==> src/rtl/mem_pkg.sv <==
// Shared constants for the two-port memory arbiter: command codes,
// sequencer states and requester port indices.
package mem_pkg;
   localparam logic [1:0] MNONE  = 2'b00;
   localparam logic [1:0] MREAD  = 2'b01;
   localparam logic [1:0] MWRITE = 2'b10;

   localparam int CPU = 0;
   localparam int LD  = 1;

   typedef enum logic [1:0] {IDLE, ACCESS, CAPTURE, DONE} state_t;

   // 2'b11 is reserved and behaves as MNONE
   function automatic logic is_req(input logic [1:0] cmd);
      return (cmd == MREAD) || (cmd == MWRITE);
   endfunction
endpackage

==> src/rtl/rr_pick.sv <==
// Two-way round-robin chooser: a lone requester wins, a tie goes to the
// port that did not own the previous access.
module rr_pick (
   input  logic [1:0] req,
   input  logic       last_grant,
   output logic [1:0] pick
);
   always_comb begin
      pick = req;
      if (req == 2'b11) pick = last_grant ? 2'b01 : 2'b10;
   end
endmodule

==> src/rtl/mem_arbiter.sv <==
// Shares one synchronous-read RAM between the CPU and loader ports using a
// fixed IDLE/ACCESS/CAPTURE/DONE sequence with round-robin arbitration.
module mem_arbiter
   import mem_pkg::*;
#(
   parameter int ADDR_W = 9,
   parameter int DATA_W = 16,
   parameter int RAM_AW = 8
) (
   input  logic              clk,
   input  logic              reset,
   input  logic [1:0]        cpu_cmd,
   input  logic [ADDR_W-1:0] cpu_addr,
   input  logic [DATA_W-1:0] cpu_wdata,
   output logic [DATA_W-1:0] cpu_rdata,
   output logic              cpu_done,
   input  logic [1:0]        ld_cmd,
   input  logic [ADDR_W-1:0] ld_addr,
   input  logic [DATA_W-1:0] ld_wdata,
   output logic [DATA_W-1:0] ld_rdata,
   output logic              ld_done,
   output logic [RAM_AW-1:0] ram_addr,
   output logic              ram_write,
   output logic [DATA_W-1:0] ram_din,
   input  logic [DATA_W-1:0] ram_dout,
   output logic [1:0]        grant,
   output logic              busy
);
   state_t            state_q, state_d;
   logic              last_q, last_d;
   logic              own_q, own_d;
   logic [1:0]        cmd_q, cmd_d;
   logic              io_q, io_d;
   logic [DATA_W-1:0] cpu_rdata_q, cpu_rdata_d;
   logic [DATA_W-1:0] ld_rdata_q, ld_rdata_d;
   logic              cpu_done_q, cpu_done_d;
   logic              ld_done_q, ld_done_d;
   logic [1:0]        grant_q, grant_d;
   logic              busy_q, busy_d;
   logic [RAM_AW-1:0] ram_addr_q, ram_addr_d;
   logic              ram_write_q, ram_write_d;
   logic [DATA_W-1:0] ram_din_q, ram_din_d;

   logic [1:0]        req, pick;
   logic [1:0]        sel_cmd;
   logic [ADDR_W-1:0] sel_addr;
   logic [DATA_W-1:0] sel_wdata;
   logic [DATA_W-1:0] rd_val;

   assign req = {is_req(ld_cmd), is_req(cpu_cmd)};

   rr_pick u_pick (
      .req       (req),
      .last_grant(last_q),
      .pick      (pick)
   );

   always_comb begin
      sel_cmd   = pick[LD] ? ld_cmd   : cpu_cmd;
      sel_addr  = pick[LD] ? ld_addr  : cpu_addr;
      sel_wdata = pick[LD] ? ld_wdata : cpu_wdata;
      rd_val    = io_q ? '0 : ram_dout;
   end

   always_comb begin
      state_d     = state_q;
      last_d      = last_q;
      own_d       = own_q;
      cmd_d       = cmd_q;
      io_d        = io_q;
      cpu_rdata_d = cpu_rdata_q;
      ld_rdata_d  = ld_rdata_q;
      cpu_done_d  = 1'b0;
      ld_done_d   = 1'b0;
      grant_d     = grant_q;
      ram_addr_d  = ram_addr_q;
      ram_write_d = 1'b0;
      ram_din_d   = ram_din_q;
      case (state_q)
         IDLE: begin
            if (|req) begin
               own_d      = pick[LD];
               cmd_d      = sel_cmd;
               io_d       = sel_addr[ADDR_W-1];
               grant_d    = pick;
               ram_addr_d = sel_addr[RAM_AW-1:0];
               // the write strobe is registered so it is high for the ACCESS cycle only
               if (sel_cmd == MWRITE) begin
                  ram_din_d   = sel_wdata;
                  ram_write_d = !sel_addr[ADDR_W-1];
               end
               state_d = ACCESS;
            end
         end
         ACCESS: state_d = CAPTURE;
         CAPTURE: begin
            if (cmd_q == MREAD) begin
               if (own_q) ld_rdata_d  = rd_val;
               else       cpu_rdata_d = rd_val;
            end
            if (own_q) ld_done_d  = 1'b1;
            else       cpu_done_d = 1'b1;
            state_d = DONE;
         end
         DONE: begin
            last_d  = own_q;
            grant_d = '0;
            state_d = IDLE;
         end
         default: state_d = IDLE;
      endcase
      busy_d = (state_d != IDLE);
   end

   always_ff @(posedge clk or negedge reset) begin
      if (!reset) begin
         state_q     <= IDLE;
         last_q      <= 1'b1;
         own_q       <= 1'b0;
         cmd_q       <= MNONE;
         io_q        <= 1'b0;
         cpu_rdata_q <= '0;
         ld_rdata_q  <= '0;
         cpu_done_q  <= 1'b0;
         ld_done_q   <= 1'b0;
         grant_q     <= '0;
         busy_q      <= 1'b0;
         ram_addr_q  <= '0;
         ram_write_q <= 1'b0;
         ram_din_q   <= '0;
      end else begin
         state_q     <= state_d;
         last_q      <= last_d;
         own_q       <= own_d;
         cmd_q       <= cmd_d;
         io_q        <= io_d;
         cpu_rdata_q <= cpu_rdata_d;
         ld_rdata_q  <= ld_rdata_d;
         cpu_done_q  <= cpu_done_d;
         ld_done_q   <= ld_done_d;
         grant_q     <= grant_d;
         busy_q      <= busy_d;
         ram_addr_q  <= ram_addr_d;
         ram_write_q <= ram_write_d;
         ram_din_q   <= ram_din_d;
      end
   end

   assign cpu_rdata = cpu_rdata_q;
   assign ld_rdata  = ld_rdata_q;
   assign cpu_done  = cpu_done_q;
   assign ld_done   = ld_done_q;
   assign grant     = grant_q;
   assign busy      = busy_q;
   assign ram_addr  = ram_addr_q;
   assign ram_write = ram_write_q;
   assign ram_din   = ram_din_q;
endmodule

==> config.mk <==
export PLATFORM = sky130hd
export DESIGN_NAME = mem_arbiter
export DESIGN_NICKNAME = d
export VERILOG_FILES = /design/src/rtl/mem_pkg.sv /design/src/rtl/rr_pick.sv /design/src/rtl/mem_arbiter.sv
export SDC_FILE = /design/constraint.sdc
export NUM_CORES = 1
export LEC_CHECK = 0
export BUFFER_PORTS_ARGS = -buffer_cell sky130_fd_sc_hd__buf_2
export CAP_MARGIN = 20
export CORE_MARGIN = 10
export CORE_UTILIZATION = 47
export CTS_CLUSTER_DIAMETER = 40
export DETAILED_ROUTE_END_ITERATION = 8
export PLACE_DENSITY_LB_ADDON = 0.12
export SYNTH_ARGS = -nofsm -noshare
export SYNTH_HDL_FRONTEND = slang
export SYNTH_SLANG_ARGS = --single-unit
==> constraint.sdc <==
create_clock -name clk -period 4 [get_ports clk]
set_clock_uncertainty 0.05 [all_clocks]
set_input_delay 0.4 -clock clk [delete_from_list [all_inputs] [get_ports clk]]
set_output_delay 0.4 -clock clk [all_outputs]
set_load 0.01 [all_outputs]
# == After elaboration in Yosys (flattened, before gate mapping) ==
# Cells that the tools add are included.
# word_totals
ff_bits,69
input_bits,72
word_cells,55
# op_classes
eq_ne,11
n_mux,17
bitwise_logic,1
n_reduce_logical,12
# op_table
op,count
$mux W16,2
$eq A2 B2 Y1 const B,6
$mux W2,5
$mux W9,1
$reduce_and A3 Y1,3
$eq A2 B1 Y1 const B,4
$pmux W2 S4,1
$mux W1,7
$pmux W2 S2,1
$reduce_and A2 Y1,2
$reduce_bool A2 Y1,2
$logic_not A2 Y1,1
$logic_or A1 B1 Y1,2
$ne A2 B2 Y1 const B,1
$reduce_or A2 Y1,1
$logic_not A1 Y1,1
$not A1 Y1,1

# == Depth between registers and ports, before layout ==
# depth
ltp_word,9
mapped_depth,7
ltp_nobuf,6

# == By module ==
# Synthesis repeated with hierarchy kept, for this count alone.
# unflattened
hier_cells,253
hier_area_um2,3106.7
# by_module_without_submodules
mod,n_inst,cells_each,area_each_um2
mem_arbiter,1,250,3088.0
rr_pick,1,3,18.8

# == Worst setup path after synthesis ==
# Ideal clock, no wire load.
# synth_path
path_type,reg-to-reg
from,reg state_q[0]
to,reg ram_din_q[10] (netlist: ram_din[10])
arrival_time_ns,1.698
required_time_ns,3.825
setup_slack_ns,2.127
path_stages_with_launch,7
n_path_buf,1
synth_period_minus_slack_ns,1.873
cell_sequence,dfrtp_1 inv_1 ha_1 o21ai_0 nor3_4 buf_6 mux2_4
# synth_via
elab_chain_len,2
# synth_rtl
element,line,source
from (decl),mem_arbiter.sv:29,"state_t state_q, state_d;"
from (signal assigned),mem_arbiter.sv:132,state_q <= state_d;
$logic_not A2 Y1,mem_arbiter.sv:79,case (state_q)
$reduce_and A3 Y1 (no line),-,
to (signal assigned),mem_arbiter.sv:145,ram_din_q <= ram_din_d;
to (decl),mem_arbiter.sv:42,"logic [DATA_W-1:0] ram_din_q, ram_din_d;"
# No other way between the ends.
# A chain may end at the register's enable or synchronous reset.

# == Final worst setup path ==
# layout_path
from,in cpu_cmd[0]
to,reg ram_din_q[3] (netlist: ram_din[3])
# layout_via
elab_chain_len,7
word_cells_on_any_way,10
cone_classes,4 x eq/ne; 3 x mux; 3 x reduce/logical
# layout_rtl
element,line,source
from (decl),mem_arbiter.sv:12,"input logic [1:0] cpu_cmd,"
$eq A2 B1 Y1 or $eq A2 B2 Y1 (tied branches),mem_pkg.sv:15,return (cmd == MREAD) || (cmd == MWRITE);
$logic_or A1 B1 Y1,mem_pkg.sv:15,
$eq A2 B2 Y1,rr_pick.sv:10,if (req == 2'b11) pick = last_grant ? 2'b01 : 2'b10;
$mux W2,rr_pick.sv:10,
$mux W2,mem_arbiter.sv:59,sel_cmd = pick[LD] ? ld_cmd : cpu_cmd;
$eq A2 B2 Y1,mem_arbiter.sv:88,if (sel_cmd == MWRITE) begin
$reduce_and A3 Y1 (no line),-,
# Parallel ways exist; a longest one is shown, timed or not.

==> impl_metrics.prom <==
# TYPE chip_impl_metric gauge
chip_impl_metric{name="synth-seq-area-share",unit=""} 0.566
chip_impl_metric{name="drt_pass1_iterations",unit=""} 6
chip_impl_info{name="cts_tree",value="done"} 1
chip_impl_metric{name="ys_async_sr_fraction",unit=""} 1.00
chip_impl_metric{name="grtUsageTotal",unit=""} 0.150
chip_impl_metric{name="vias",unit=""} 2309
chip_impl_metric{name="clock_tree.buffer_depth",unit=""} 2
chip_impl_metric{name="drive_gt1_frac",unit=""} 0.481
chip_impl_metric{name="r2r_slack",unit="ns"} 1.95
chip_impl_metric{name="clock_tree.htree_level_count",unit=""} 3
chip_impl_metric{name="insertedDiodeCount",unit=""} 0
chip_impl_metric{name="post_synth_xor_area_fraction",unit=""} 0.0111
chip_impl_info{name="ctsRootBufferMaster",value="clkbuf_8"} 1
chip_impl_info{name="worst_path_max_delay_cell",value="a21oi_4"} 1
chip_impl_metric{name="drt_drc_violations_left",unit=""} 0
chip_impl_metric{name="syn_inst",unit=""} 260
chip_impl_metric{name="min_period_over_period",unit=""} 0.518
chip_impl_metric{name="clock_insertion_delay_worst_skew",unit="ns"} 0.34
chip_impl_metric{name="n_fill_cell",unit=""} 541
chip_impl_metric{name="synth_compound_area_frac",unit=""} 0.0926
chip_impl_metric{name="ys_ff_latch",unit=""} 69
chip_impl_metric{name="r2r.worst_path.cells",unit=""} 3
chip_impl_metric{name="post_synth_mux_area_share",unit=""} 0.178
chip_impl_info{name="synth.top_cells.by_area",value="dfrtp_1 (56%), mux2_4 (7.9%), mux2_2 (6.6%)"} 1
chip_impl_info{name="main_combinational_cell_family_by_area_after_synthesis",value="multiplexers"} 1
chip_impl_metric{name="postRouteAntennaNets",unit=""} 0
chip_impl_metric{name="die_y_extent",unit="um"} 101
chip_impl_metric{name="number_of_antenna_violations_at_the_first_check_in_global_routing",unit=""} 0
chip_impl_metric{name="finalWeightedCongestion",unit=""} 0.730
chip_impl_metric{name="dieWidth",unit="um"} 101
chip_impl_metric{name="postCtsSetupRepairBufs",unit=""} 0
chip_impl_metric{name="timing.final.hold_violations",unit=""} 0
chip_impl_metric{name="multi_input_comb_area",unit="mm2"} 0.00124
chip_impl_metric{name="cellPowerDensity",unit="mW/mm2"} 763
chip_impl_metric{name="irDropWorstVdd",unit="V"} 0.000381
chip_impl_metric{name="timing.final.setup_violations",unit=""} 0
chip_impl_metric{name="first_global_vias",unit=""} 2524
chip_impl_info{name="cells_traversed_along_the_worst_timing_path",value="buf_2, xor2_2, a21oi_4, mux2_2, mux2_2"} 1
chip_impl_metric{name="effective_utilization_at_floorplan",unit=""} 0.484
chip_impl_metric{name="whs",unit="ns"} 0.143
chip_impl_metric{name="ff_latch_area",unit="mm2"} 0.00173
chip_impl_metric{name="cts_num_sinks",unit=""} 69
chip_impl_metric{name="synth-warning-count",unit=""} 0
chip_impl_metric{name="design.portCount",unit=""} 134
chip_impl_metric{name="hold_buffers",unit=""} 0
chip_impl_info{name="crit-reg2reg-launch",value="last_q"} 1
chip_impl_info{name="worst_setup_path_start_kind",value="primary input"} 1
chip_impl_metric{name="grt_first_pass_wirelength",unit="um"} 12200
chip_impl_info{name="status",value="completed"} 1
chip_impl_metric{name="cts.reportedPaths.clkPinSlew",unit="ns"} 0.08
chip_impl_metric{name="max_cap_viol_count",unit=""} 0
chip_impl_metric{name="tightestPinTransition",unit="ns"} 1.03
chip_impl_metric{name="crit_buf_inv",unit=""} 1
chip_impl_info{name="rsz0062_at_grt",value="no"} 1
chip_impl_metric{name="total_leakage_power",unit="nW"} 2.10
chip_impl_info{name="path_type_of_the_worst_min_delay_path",value="primary input to async pin"} 1
chip_impl_metric{name="initialDrtViolationCount",unit=""} 90
chip_impl_metric{name="fmax",unit="GHz"} 0.482
chip_impl_metric{name="port-buffer-count",unit=""} 133
chip_impl_metric{name="netlist-cell-type-count",unit=""} 29
chip_impl_info{name="dominantRegCellSynth",value="dfrtp_1"} 1
chip_impl_metric{name="tns",unit="ns"} 0
chip_impl_metric{name="mappedNetlistNets",unit=""} 335
chip_impl_metric{name="yosys.area.top_type_share",unit=""} 0.557
chip_impl_info{name="critical_path.reg2reg.endpoint",value="ram_din[3]"} 1
chip_impl_metric{name="grt_start_max_net_pins",unit=""} 43
chip_impl_metric{name="cp.arrival",unit="ns"} 2.24
chip_impl_info{name="type_of_the_worst_setup_path",value="primary input to flop"} 1
chip_impl_info{name="worst_path_dominant_cell_family",value="compound AO/OA/AOI/OAI gates"} 1
chip_impl_metric{name="drt-total-wl",unit="um"} 7580
chip_impl_metric{name="layout_min_cycle_time",unit="ns"} 2.07
chip_impl_metric{name="post-layout-total-power",unit="mW"} 3.06
chip_impl_metric{name="mappedNetlistArea",unit="mm2"} 0.00305
chip_impl_metric{name="final-max-slew-violation-count",unit=""} 0
chip_impl_metric{name="detail_route.wl_per_cell",unit="um"} 15.9
chip_impl_metric{name="syn2layout_area_growth",unit="%"} 31.3
chip_impl_metric{name="yosys.area_share.adder",unit=""} 0.0123
chip_impl_info{name="crit_top_cell",value="mux2_2"} 1
chip_impl_metric{name="routed_via_density",unit=""} 4.85
chip_impl_metric{name="layout.nets",unit=""} 469
chip_impl_metric{name="postCtsResizedCells",unit=""} 0
chip_impl_metric{name="core-area",unit="mm2"} 0.00631
chip_impl_info{name="crit_path_end_kind",value="flop"} 1
chip_impl_metric{name="worst-path-max-fanout",unit=""} 27
chip_impl_metric{name="dp.final_hpwl",unit="um"} 5740
chip_impl_metric{name="synth-edff-count",unit=""} 0
chip_impl_metric{name="fp.dieArea",unit="mm2"} 0.0101
chip_impl_metric{name="synth.avg_cell_area",unit="um2"} 11.7
chip_impl_info{name="yosysTopAreaCell",value="dfrtp_1"} 1
chip_impl_metric{name="relSlewSlack",unit=""} 0.314
chip_impl_metric{name="max_stage_delay",unit="ns"} 0.82
chip_impl_metric{name="num_cts_buffers",unit=""} 9
chip_impl_metric{name="cp_data_required_time",unit="ns"} 4.17
chip_impl_metric{name="synth_simple_gate_area_share",unit=""} 0.110
chip_impl_metric{name="grt-ovfl-total",unit=""} 0
chip_impl_metric{name="std_cell_rows",unit=""} 29
-- worst register-to-register path: stages (launching register included) --
cell and delay (ns):
dfstp_2 0.40, a21oi_4 0.80, mux2_2 0.42, mux2_2 0.26
-- final cells by class --
class                           count  area share
Sequential cell                    69       0.431
Multi-Input combinational cell    173       0.308
Timing Repair Buffer              135       0.170
Clock buffer                       10      0.0343
Clock inverter                      6      0.0274
Tap cell                           77      0.0240
Inverter                            6     0.00561
-- how the worst max path moves through the flow --
stage / slack, ns / startpoint / cells past startpoint / end
6_report: 1.93 / cpu_cmd[0] / 5 / ram_din[3]
3_3_place_gp: 1.57 / cpu_cmd[0] / 5 / ram_din[15]
2_1_floorplan: 2.13 / state_q[0] / 6 / ram_din[10]
3_5_place_dp: 1.54 / cpu_cmd[0] / 5 / ram_din[3]
5_1_grt: 1.80 / state_q[0] / 6 / cpu_rdata[8]
4_1_cts: 1.91 / cpu_cmd[0] / 5 / ram_din[3]
-- logic make-up (layout without fill, tap and decap cells) --
family          Yosys count  in the layout
compound gates           52             52
xor+xnor                  3              3
fa+ha+maj                 3              3
buf+inv                  18            157
flops                    69             69
mux                      44             44
simple gates             71             71
-- where the power goes --
group | total, mW | internal [mW] | switching [mW] | leakage, nW
clock network | 0.692 | 0.430 | 0.262 | 0.119
logic | 1.16 | 0.550 | 0.612 | 1.13
registers | 1.21 | 1.02 | 0.183 | 0.854
-- per-stage QoR --
stage	setup WS [ns]	cells	util	cell area, um2
finish	1.93	476	0.635	4010
global route	1.80	476	0.635	4010
CTS	1.91	476	0.635	4010
detailed placement	1.54	460	0.596	3760
global placement	1.57	460	0.596	3760
floorplan	2.13	260	-	3050
-- registers in the layout, indices dropped and copies added, names as in the netlist, 2 cells and up --
register	count
cpu_rdata	16
ld_rdata	16
ram_din	16
ram_addr	8
cmd_q	2
grant	2
state_q	2
-- Yosys cell counts, types with 2 or more instances --
cell	number
mux2_4	16
nand2b_1	16
or2_2	2
and2_1	2
a21oi_1	2
inv_1	6
nor2b_1	2
mux2_2	18
mux2i_1	10
a31oi_1	2
dfrtp_1	68
o21ai_0	35
o21ai_1	9
ha_1	3
clkbuf_1	9
buf_6	2
nor2_1	2
nand2_1	45
-- cell usage in the layout (no fill, tap or decap) --
cell / instances
dfstp_2: 1
dfrtp_1: 68
a21oi_1: 2
clkbuf_8: 10
o211ai_1: 1
or2_2: 2
a21o_1: 1
nor2_1: 2
o21ai_2: 1
xor2_1: 1
clkinvlp_4: 2
xnor2_1: 1
ha_1: 3
buf_2: 133
a31oi_1: 2
o21ai_0: 35
mux2_4: 16
o2111ai_1: 1
and2_1: 2
nor2b_1: 2
buf_4: 2
nor3_4: 1
inv_1: 6
mux2_2: 18
xor2_2: 1
mux2i_1: 10
nand2b_1: 16
clkinv_2: 1
o21ai_1: 8
nand3_1: 1
nand2_1: 45
a21oi_4: 1
bufinv_16: 3
-- metal layers --
metal / vias to the layer above / routed length, um / share of wire / global-route usage
li1: 1146 / - / - / -
met1: 1051 / 3010 / 0.40 / 0.167
met5: - / 0 / 0 / 0
met4: 0 / 150 / 0.020 / 0.0696
met3: 15 / 955 / 0.13 / 0.0809
met2: 97 / 3460 / 0.46 / 0.229
No activity file was read; power rests on OpenSTA's default activity.
